<file path="config.mk">
export PLATFORM = sky130hd
export DESIGN_NAME = ws2812_stream_driver_flat
export DESIGN_NICKNAME = d
export VERILOG_FILES = /design/src/rtl/ws2812_stream_driver_if.sv /design/src/rtl/ws2812_stream_driver.sv /design/src/flat_wrapper.sv
export SDC_FILE = /design/constraint.sdc
export NUM_CORES = 1
export LEC_CHECK = 0
export BUFFER_PORTS_ARGS = -buffer_cell sky130_fd_sc_hd__buf_2
export CAP_MARGIN = 20
export CORE_ASPECT_RATIO = 0.9
export CORE_MARGIN = 3
export CORE_UTILIZATION = 55
export DETAILED_ROUTE_END_ITERATION = 16
export GPL_TIMING_DRIVEN = 0
export PLACE_DENSITY_LB_ADDON = 0.15
export SKIP_LAST_GASP = 1
export SYNTH_ARGS = -nofsm -noshare
export SYNTH_HDL_FRONTEND = slang
export SYNTH_SLANG_ARGS = --single-unit
</file>
<file path="constraint.sdc">
create_clock -name clk -period 3.1 [get_ports clk]
set_clock_uncertainty 0.15 [all_clocks]
set_input_delay 0.31 -clock clk [delete_from_list [all_inputs] [get_ports clk]]
set_output_delay 0.31 -clock clk [all_outputs]
set_load 0.05 [all_outputs]
</file>
<file path="src/rtl/ws2812_stream_driver_if.sv">
// Pixel-stream and strip-side signal bundle for the WS2812B transmitter.
// The pixel source (or a bench) takes the master side; the driver takes the slave side.
interface ws2812_stream_driver_if;
    logic        start;
    logic        pixValid;
    logic [23:0] pixData;
    logic [1:0]  dim;
    logic        pixReady;
    logic        bitOut;
    logic        busy;
    logic        frameDone;
    logic        underrun;

    modport master (
        output start,
        output pixValid,
        output pixData,
        output dim,
        input  pixReady,
        input  bitOut,
        input  busy,
        input  frameDone,
        input  underrun
    );

    modport slave (
        input  start,
        input  pixValid,
        input  pixData,
        input  dim,
        output pixReady,
        output bitOut,
        output busy,
        output frameDone,
        output underrun
    );
endinterface

</file>
<file path="src/rtl/ws2812_stream_driver.sv">
// WS2812B strip transmitter fed by a one-pixel-at-a-time valid/ready stream.
// A one-entry prefetch buffer holds the next pixel (already dimmed and
// reordered to GRB) while the shifter serialises the current one, so frames of
// any length stream out back-to-back with no gap cycles between pixels.
// Every frame, complete or aborted on underrun, ends with a T_RET low gap.
module ws2812_stream_driver #(
    parameter int NUM_LEDS = 4,
    parameter int T_BIT    = 125,
    parameter int T0H      = 40,
    parameter int T1H      = 80,
    parameter int T_RET    = 5000
) (
    input  logic clk,
    input  logic reset,
    ws2812_stream_driver_if.slave bus
);

    localparam int CYC_MAX = (T_BIT > T_RET) ? T_BIT : T_RET;
    localparam int CYC_W   = $clog2(CYC_MAX);
    localparam int PIX_W   = $clog2(NUM_LEDS + 1);

    localparam logic [2:0] ST_IDLE       = 3'd0;
    localparam logic [2:0] ST_WAIT_FIRST = 3'd1;
    localparam logic [2:0] ST_HIGH       = 3'd2;
    localparam logic [2:0] ST_LOW        = 3'd3;
    localparam logic [2:0] ST_RET        = 3'd4;

    // Last cycle index of each phase, relative to the phase's own start.
    localparam logic [CYC_W-1:0] HIGH0_LAST = CYC_W'(T0H - 1);
    localparam logic [CYC_W-1:0] HIGH1_LAST = CYC_W'(T1H - 1);
    localparam logic [CYC_W-1:0] LOW0_LAST  = CYC_W'(T_BIT - T0H - 1);
    localparam logic [CYC_W-1:0] LOW1_LAST  = CYC_W'(T_BIT - T1H - 1);
    localparam logic [CYC_W-1:0] RET_LAST   = CYC_W'(T_RET - 1);
    localparam logic [PIX_W-1:0] LAST_PIX   = PIX_W'(NUM_LEDS - 1);
    localparam logic [PIX_W-1:0] ALL_PIX    = PIX_W'(NUM_LEDS);

    logic [2:0]       state_reg, state_next;
    logic [CYC_W-1:0] cyc_cnt_reg, cyc_cnt_next;
    logic [4:0]       bit_cnt_reg, bit_cnt_next;
    logic [PIX_W-1:0] pix_cnt_reg, pix_cnt_next;
    logic [PIX_W-1:0] acc_cnt_reg, acc_cnt_next;
    logic [23:0]      buf_reg, buf_next;
    logic             buf_full_reg, buf_full_next;
    logic [23:0]      shift_reg, shift_next;
    logic             aborted_reg, aborted_next;
    logic             busy_reg, busy_next;
    logic             pix_ready_reg, pix_ready_next;
    logic             bit_out_reg, bit_out_next;
    logic             frame_done_reg, frame_done_next;
    logic             underrun_reg, underrun_next;

    logic             accept;
    logic [7:0]       dimmed_ch [0:2];
    logic [23:0]      grb_pixel;
    logic [CYC_W-1:0] high_last;
    logic [CYC_W-1:0] low_last;
    logic             in_stream;

    // Per-channel brightness shift; channel 0 = B, 1 = G, 2 = R.
    genvar gi;
    generate
        for (gi = 0; gi < 3; gi++) begin : g_dim
            assign dimmed_ch[gi] = bus.pixData[gi*8 +: 8] >> bus.dim;
        end
    endgenerate

    // Strip wire order is G, R, B.
    assign grb_pixel = {dimmed_ch[1], dimmed_ch[2], dimmed_ch[0]};
    assign accept    = bus.pixValid & pix_ready_reg;

    // Phase lengths follow the bit currently at the head of the shifter.
    assign high_last = shift_reg[23] ? HIGH1_LAST : HIGH0_LAST;
    assign low_last  = shift_reg[23] ? LOW1_LAST  : LOW0_LAST;

    // Next-state logic: frame sequencing, bit timing and buffer bookkeeping.
    always_comb begin
        state_next      = state_reg;
        cyc_cnt_next    = cyc_cnt_reg;
        bit_cnt_next    = bit_cnt_reg;
        pix_cnt_next    = pix_cnt_reg;
        acc_cnt_next    = acc_cnt_reg;
        buf_next        = buf_reg;
        buf_full_next   = buf_full_reg;
        shift_next      = shift_reg;
        aborted_next    = aborted_reg;
        busy_next       = busy_reg;
        bit_out_next    = bit_out_reg;
        frame_done_next = 1'b0;
        underrun_next   = 1'b0;

        // Acceptance only ever happens into an empty buffer, because
        // pixReady is low whenever the buffer is full.
        if (accept) begin
            buf_next      = grb_pixel;
            buf_full_next = 1'b1;
            acc_cnt_next  = acc_cnt_reg + 1'b1;
        end

        case (state_reg)
            ST_IDLE: begin
                bit_out_next = 1'b0;
                if (bus.start) begin
                    state_next    = ST_WAIT_FIRST;
                    busy_next     = 1'b1;
                    cyc_cnt_next  = '0;
                    bit_cnt_next  = '0;
                    pix_cnt_next  = '0;
                    acc_cnt_next  = '0;
                    buf_full_next = 1'b0;
                    aborted_next  = 1'b0;
                end
            end

            ST_WAIT_FIRST: begin
                bit_out_next = 1'b0;
                if (buf_full_reg) begin
                    shift_next    = buf_reg;
                    buf_full_next = 1'b0;
                    bit_cnt_next  = 5'd23;
                    cyc_cnt_next  = '0;
                    bit_out_next  = 1'b1;
                    state_next    = ST_HIGH;
                end
            end

            ST_HIGH: begin
                if (cyc_cnt_reg == high_last) begin
                    state_next   = ST_LOW;
                    cyc_cnt_next = '0;
                    bit_out_next = 1'b0;
                end else begin
                    cyc_cnt_next = cyc_cnt_reg + 1'b1;
                end
            end

            ST_LOW: begin
                if (cyc_cnt_reg != low_last) begin
                    cyc_cnt_next = cyc_cnt_reg + 1'b1;
                end else if (bit_cnt_reg != 5'd0) begin
                    // Next bit of the same pixel.
                    bit_cnt_next = bit_cnt_reg - 1'b1;
                    shift_next   = {shift_reg[22:0], 1'b0};
                    cyc_cnt_next = '0;
                    bit_out_next = 1'b1;
                    state_next   = ST_HIGH;
                end else if (pix_cnt_reg == LAST_PIX) begin
                    state_next   = ST_RET;
                    cyc_cnt_next = '0;
                end else if (buf_full_reg) begin
                    // Seamless hand-over to the prefetched pixel.
                    shift_next    = buf_reg;
                    buf_full_next = 1'b0;
                    pix_cnt_next  = pix_cnt_reg + 1'b1;
                    bit_cnt_next  = 5'd23;
                    cyc_cnt_next  = '0;
                    bit_out_next  = 1'b1;
                    state_next    = ST_HIGH;
                end else begin
                    // Source fell behind: abort the frame but still latch.
                    // Anything captured on this very edge is discarded.
                    underrun_next = 1'b1;
                    aborted_next  = 1'b1;
                    buf_full_next = 1'b0;
                    state_next    = ST_RET;
                    cyc_cnt_next  = '0;
                end
            end

            ST_RET: begin
                bit_out_next = 1'b0;
                if (cyc_cnt_reg == RET_LAST) begin
                    state_next      = ST_IDLE;
                    cyc_cnt_next    = '0;
                    busy_next       = 1'b0;
                    frame_done_next = ~aborted_reg;
                end else begin
                    cyc_cnt_next = cyc_cnt_reg + 1'b1;
                end
            end

            default: begin
                state_next   = ST_IDLE;
                busy_next    = 1'b0;
                bit_out_next = 1'b0;
            end
        endcase
    end

    // pixReady is registered: offer a slot while streaming, buffer empty and
    // the frame still has pixels left to collect.
    always_comb begin
        in_stream      = (state_next == ST_WAIT_FIRST) || (state_next == ST_HIGH) ||
                         (state_next == ST_LOW);
        pix_ready_next = in_stream && !buf_full_next && (acc_cnt_next < ALL_PIX);
    end

    // State and output registers with synchronous active-low reset.
    always_ff @(posedge clk) begin
        if (!reset) begin
            state_reg      <= ST_IDLE;
            cyc_cnt_reg    <= '0;
            bit_cnt_reg    <= '0;
            pix_cnt_reg    <= '0;
            acc_cnt_reg    <= '0;
            buf_reg        <= '0;
            buf_full_reg   <= 1'b0;
            shift_reg      <= '0;
            aborted_reg    <= 1'b0;
            busy_reg       <= 1'b0;
            pix_ready_reg  <= 1'b0;
            bit_out_reg    <= 1'b0;
            frame_done_reg <= 1'b0;
            underrun_reg   <= 1'b0;
        end else begin
            state_reg      <= state_next;
            cyc_cnt_reg    <= cyc_cnt_next;
            bit_cnt_reg    <= bit_cnt_next;
            pix_cnt_reg    <= pix_cnt_next;
            acc_cnt_reg    <= acc_cnt_next;
            buf_reg        <= buf_next;
            buf_full_reg   <= buf_full_next;
            shift_reg      <= shift_next;
            aborted_reg    <= aborted_next;
            busy_reg       <= busy_next;
            pix_ready_reg  <= pix_ready_next;
            bit_out_reg    <= bit_out_next;
            frame_done_reg <= frame_done_next;
            underrun_reg   <= underrun_next;
        end
    end

    assign bus.pixReady  = pix_ready_reg;
    assign bus.bitOut    = bit_out_reg;
    assign bus.busy      = busy_reg;
    assign bus.frameDone = frame_done_reg;
    assign bus.underrun  = underrun_reg;

endmodule

</file>
<file path="src/flat_wrapper.sv">
// flat-port wrapper written by rule: the top's interface ports become plain ports
module ws2812_stream_driver_flat 
#(
    parameter int NUM_LEDS = 4,
    parameter int T_BIT    = 125,
    parameter int T0H      = 40,
    parameter int T1H      = 80,
    parameter int T_RET    = 5000
)
  (clk, reset, bus_start, bus_pixValid, bus_pixData, bus_dim, bus_pixReady, bus_bitOut, bus_busy, bus_frameDone, bus_underrun);
  ws2812_stream_driver_if bus_i ();
  input  logic clk;
  input  logic reset;
  input wire logic [$bits(bus_i.start)-1:0] bus_start;
  input wire logic [$bits(bus_i.pixValid)-1:0] bus_pixValid;
  input wire logic [$bits(bus_i.pixData)-1:0] bus_pixData;
  input wire logic [$bits(bus_i.dim)-1:0] bus_dim;
  output wire logic [$bits(bus_i.pixReady)-1:0] bus_pixReady;
  output wire logic [$bits(bus_i.bitOut)-1:0] bus_bitOut;
  output wire logic [$bits(bus_i.busy)-1:0] bus_busy;
  output wire logic [$bits(bus_i.frameDone)-1:0] bus_frameDone;
  output wire logic [$bits(bus_i.underrun)-1:0] bus_underrun;
  assign bus_i.start = bus_start;
  assign bus_i.pixValid = bus_pixValid;
  assign bus_i.pixData = bus_pixData;
  assign bus_i.dim = bus_dim;
  assign bus_pixReady = bus_i.pixReady;
  assign bus_bitOut = bus_i.bitOut;
  assign bus_busy = bus_i.busy;
  assign bus_frameDone = bus_i.frameDone;
  assign bus_underrun = bus_i.underrun;
  ws2812_stream_driver #(.NUM_LEDS(NUM_LEDS), .T_BIT(T_BIT), .T0H(T0H), .T1H(T1H), .T_RET(T_RET)) u_core (.clk(clk), .reset(reset), .bus(bus_i));
endmodule
</file>
-- After elaboration in Yosys (flattened, before gate mapping)
Cells that the tools add are included.
- flip-flop bits (word level): 82
- input port bits: 30
- output and inout port bits: 5
- logic and storage cells: 131
- add/sub/neg operators: 4
- order comparisons: 1
- equal/unequal tests: 22
- shift operators: 3
- multiplexer cells: 61
- bitwise logic cells: 5
- reductions and logical operators: 21
- operator list (kind ; number):
    two-way mux 24 bit ; 4
    two-way mux 13 bit ; 5
    case mux 13 bit (5 select lines) ; 1
    two-way mux 3 bit ; 16
    case mux 24 bit (2 select lines) ; 1
    two-way mux 5 bit ; 5
    right shift 8 x 2 -> 8 bit ; 3
    two-way mux 1 bit ; 20
    equality test 3 x 2 -> 1 bit, second input constant ; 5
    case mux 3 bit (5 select lines) ; 1
    case mux 5 bit (3 select lines) ; 1
    two-way mux 7 bit ; 2
    adder 13 x 1 -> 13 bit, second input constant ; 1
    equality test 13 bit ; 1
    equality test 13 bit, second input constant ; 1
    != test 13 bit ; 1
    AND reduction 3 bit ; 4
    AND reduction 6 bit ; 2
    != test 2 bit, second input constant ; 5
    nonzero test 5 bit ; 2
    case mux 1 bit (3 select lines) ; 3
    != test 2 x 1 -> 1 bit, second input constant ; 4
    AND reduction 4 bit ; 2
    adder 3 x 1 -> 3 bit, second input constant ; 2
    other kinds (18) ; 25

-- Logic depth before layout (Yosys ltp)
- word-level depth: 10
- depth in mapped cells: 9
- mapped depth without buffers: 8

-- Least setup slack after synthesis
OpenSTA, ideal clock, no wires.
- path type: flip-flop to flip-flop
- start: reg u_core.bit_cnt_reg[0]
- end: reg u_core.pix_ready_reg (netlist: u_core.bus.pixReady)
- library setup time: 0.088 ns
- data arrival time: 2.145 ns
- required time: 2.862 ns
- slack: 0.717 ns
- cell stages (with the launch flop): 9
- buffers on the path: 1
- period minus slack after synthesis: 2.383 ns
- cells stage by stage: dfxtp_1 -> inv_1 -> ha_1 -> or4b_4 -> buf_6 -> or4_4 -> a221oi_2 -> a21oi_1 -> nor4_2
- longest elaborated chain between the ends: 9
- elaborated cells between the ends (all ways): 15
- those cells by class: eq/ne: 3; mux: 6; reduce/logical: 6
- RTL lines (item ; line ; RTL):
    from (decl) ; ws2812_stream_driver.sv:39 ; logic [4:0] bit_cnt_reg, bit_cnt_next;
    from (signal assigned) ; ws2812_stream_driver.sv:217 ; bit_cnt_reg <= bit_cnt_next;
    nonzero test 5 bit * ; ws2812_stream_driver.sv:139 ; end else if (bit_cnt_reg != 5'd0) begin
    two-way mux 3 bit ; ws2812_stream_driver.sv:139 ;
    two-way mux 3 bit ; ws2812_stream_driver.sv:137 ; if (cyc_cnt_reg != low_last) begin
    case mux 3 bit (5 select lines) ; ws2812_stream_driver.sv:99 ; case (state_reg)
    equality test 3 x 1 -> 1 bit or equality test 3 x 2 -> 1 bit (tied branches) ; ws2812_stream_driver.sv:192 ; in_stream = (state_next == ST_WAIT_FIRST) || (state_next == ST_HIGH) ||
    logical OR 1 bit (2 in a row) ; ws2812_stream_driver.sv:192 ;
    logical AND 1 bit * (2 in a row) ; ws2812_stream_driver.sv:194 ; pix_ready_next = in_stream && !buf_full_next && (acc_cnt_next < ALL_PIX);
    to (signal assigned) ; ws2812_stream_driver.sv:225 ; pix_ready_reg <= pix_ready_next;
    to (decl) ; ws2812_stream_driver.sv:47 ; logic pix_ready_reg, pix_ready_next;
Every way passes the cells marked *; elsewhere a longest branch is shown, timed or not.
A chain may end at the register's enable or synchronous reset.

-- Worst setup path after layout
- start: reg u_core.cyc_cnt_reg[4]
- end: reg u_core.shift_reg[13]
- longest elaborated chain between the ends: 3
- RTL lines (item ; line ; RTL):
    from (decl) ; ws2812_stream_driver.sv:38 ; logic [CYC_W-1:0] cyc_cnt_reg, cyc_cnt_next;
    from (signal assigned) ; ws2812_stream_driver.sv:216 ; cyc_cnt_reg <= cyc_cnt_next;
    != test 13 bit ; ws2812_stream_driver.sv:137 ;
    != test 2 bit (no source line) ; -- ;
    AND reduction 3 bit (no source line) ; -- ;
    to (signal assigned) ; ws2812_stream_driver.sv:222 ; shift_reg <= shift_next;
    to (decl) ; ws2812_stream_driver.sv:44 ; logic [23:0] shift_reg, shift_next;
No other way between the ends.

==> results.md <==
- Adder-Cell Fraction of Synth Area: 0.0191
- Synth Instances: 559
- Final core utilization: 0.650
- Met3 usage: 0.0610
- Cell with the most instances after synthesis: nand2_1
- Main synth FF type: dfxtp_1
- Seq cells post-synth: 82
- Worst slew margin: 0.525
- Seq/Total Area, Yosys: 0.357
- Reg-to-reg slack, setup: 0.46 ns
- GR met1 Demand/Resource: 0.412
- Synth Area in XOR/XNOR: 0.0153
- Routed vias/inst: 6.28
- Grt total ovfl: 0
- Logic gate share of total power: 0.138
- Setup_tns: 0 ns
- Fmax: 378 MHz
- Share of post-route cells with drive strength above 1: 0.129
- Clk_lat worst skew: 0.36 ns
- Initial antenna violation count: 0
- Post-Syn Area per Cell: 8.22 um2
- Footprint of the multi-input gates: 0.00270 mm2
- Core area: 0.00781 mm2
- Layout net count: 638
- RSZ-0062 raised after global routing: no
- Hold Path Stages: 3
- Initial Utilization: 0.588
- Simple-gate portion of the synthesized area: 0.223
- Clock transition at path regs: 0.08 ns
- Antenna-violating nets left: 0
- CTS resizes: 0
- P_sw: 616 uW
- R2R Path End: u_core.shift_reg[13]$_SDFFE_PN0P_
- Crit-path max FO: 10
- Routed Wire Length: 12.3 mm
- Final min period: 2.64 ns
- Initial detailed-routing violation count: 302
- Max VDD drop: 0.000263 V
- P&R area growth vs syn: 10.5%
- Post-synthesis mux area share: 0.131
- Startpoint Class: register
- Die height: 92.7 um
- Setup Buffers After CTS: 0
- CTS tree: done
- Yosys top cell by area: dfxtp_1
- Rows: 30
- GRT met2 Usage: 0.371
- Fin crit share: 0.852
- Sw Share: 0.277
- Number of hold buffers added after CTS: 0
- WHS: 0.0792 ns
- Sequential group share of total power: 0.495
- Min-delay src: bus_pixData[15]
- Hold WC Path Type: input port to register
- DP HPWL: 8.98 mm
- H-tree Lvls: 3
- Actual slew at the worst max-slew pin: 0.713 ns
- Final Hold Vio Count: 0
- First-pass GRT wire length: 20.0 mm
- Pwr dens: 438 mW/mm2
- Vias in the first global route: 3964
- Post-DR wirelength/cell: 17.5 um
- Root Driver: clkbuf_8
- Register area: 0.00164 mm2
- CTS sink cnt: 82
- Fillcell total: 668
- Pleak: 1.81 nW
- Pin count of the biggest net entering global routing: 14
- Syn nets: 596
- Ys async rst share: 0
- Final Max Tran Viols: 0
- GP Congestion: 0.900
- Die width: 102 um
- # diodes: 0
- Worst R2R Path Depth: 8
- Req. time, crit path: 3.18 ns
- Outcome: completed
- Num CTS Buffers: 9
- Number of synthesized flops with an enable pin: 0
- I/O pins: 35
- CP Capture Type: register
- Synth top cells by count: 101 x nand2_1, 82 x dfxtp_1, 37 x nor2_1
- Max Cap Viol: 0
- Ys Warns: 0
- Detailed Routing Iterations Pass 1: 5
- Critical path class: register to register
- CTS Buffer Depth: 2
- Port bufs: 31
- Clock share of power: 0.367
- Synth area leaders: dfxtp_1 36%, nand2_1 8.3%, mux2i_1 6.8%
- Share of the synthesized area in the top cell type: 0.357
- Most Crowded Layer GR: met1
- Compound-Gate Fraction of Synth Area: 0.199
- WP data arrival: 2.72 ns
- Int Pwr: 1.61 mW
- Gr usage total: 0.264
- Residual DRC: 0
- Hold Crit Endpoint: u_core.buf_reg[23]$_SDFFE_PN0P_
- Final setup viols: 0
- Die footprint: 0.00949 mm2
- Synth cell types: 59
- Largest family of logic cells by synthesized area: simple AND/OR/NAND/NOR gates
- Area of the mapped netlist: 0.00459 mm2
- DR vias: 4408
- Worst setup path startpoint: u_core.cyc_cnt_reg[4]$_SDFFE_PN0P_
- Reg-to-reg startpoint: u_core.cyc_cnt_reg[4]$_SDFFE_PN0P_
[logic make-up after synthesis]
logic type	count (synthesis)
adder cells (fa/ha/maj)	7
XOR/XNOR	8
buffers and inverters	64
AO/OA/AOI/OAI	136
AND/OR/NAND/NOR	217
multiplexers	45
flip-flops	82
[power groups by stage]
| stage | Combinational, mW | Sequential (mW) | Clock, mW |
|---|---|---|---|
| floorplan | 0.203 | 1.12 | 0 |
| CTS | 0.301 | 1.10 | 0.821 |
| global placement | 0.296 | 1.12 | 0 |
| finish | 0.306 | 1.10 | 0.815 |
| detailed placement | 0.299 | 1.12 | 0 |
| global route | 0.334 | 1.10 | 0.862 |
[worst max path at each step]
stage	to	slack (ns)	depth (start not counted)
2_1_floorplan	u_core.bus.pixReady$_SDFF_PN0_	0.72	8
3_3_place_gp	u_core.shift_reg[13]$_SDFFE_PN0P_	0.55	8
3_5_place_dp	u_core.shift_reg[21]$_SDFFE_PN0P_	0.52	8
4_1_cts	u_core.shift_reg[13]$_SDFFE_PN0P_	0.48	8
5_1_grt	u_core.shift_reg[19]$_SDFFE_PN0P_	0.27	8
6_report	u_core.shift_reg[13]$_SDFFE_PN0P_	0.46	8
[cell type report]
| class | count | area share |
|---|---|---|
| multi-input combinational | 413 | 0.531 |
| clock buffer | 13 | 0.0313 |
| clock inverter | 3 | 0.00912 |
| buffer | 49 | 0.0395 |
| timing repair buffer | 31 | 0.0306 |
| inverter | 15 | 0.0111 |
| sequential | 82 | 0.324 |
| tap | 96 | 0.0237 |
[worst max-delay path, stage by stage, from the launching register on]
cell and delay (ns):
dfxtp_1 0.31, buf_2 0.20, nor4bb_1 0.38, o21a_1 0.33, o211ai_1 0.13, a21oi_1 0.24, buf_2 0.25, buf_1 0.39
o21ai_1 0.13
[cell usage in the layout, fill, tap and decap left out, drive strengths merged, types with 5 or more instances in the layout]
cell / netlist / routed
mux4: 12 / 12
and2: 7 / 7
o21ai: 36 / 36
ha: 7 / 7
nand4: 8 / 8
nor2: 37 / 37
nor2b: 5 / 5
inv: 14 / 15
buf: 17 / 48
dfxtp: 82 / 82
nor4: 9 / 9
o2111ai: 23 / 23
a211oi: 8 / 8
xnor2: 6 / 6
nand3: 11 / 11
nand2: 101 / 101
clkbuf: 32 / 45
a21oi: 34 / 34
nor3: 21 / 21
mux2i: 31 / 31
a22oi: 6 / 6
a31oi: 6 / 6
[through the flow]
step / instances / power [mW] / instance area, um2 / setup WS (ns)
2_1_floorplan: 559 / 1.33 / 4590 / 0.717
3_3_place_gp: 686 / 1.42 / 4870 / 0.548
3_5_place_dp: 686 / 1.42 / 4870 / 0.523
4_1_cts: 702 / 2.22 / 5070 / 0.482
5_1_grt: 702 / 2.30 / 5070 / 0.266
6_report: 702 / 2.22 / 5070 / 0.458
[layer usage]
| metal | share of wire | vias to the layer above |
|---|---|---|
| li1 | - | 2125 |
| met1 | 0.49 | 2091 |
| met3 | 0.068 | 11 |
| met4 | 0.0083 | 0 |
| met2 | 0.43 | 181 |
| met5 | 0 | - |
Power figures use the tool's default switching activity.
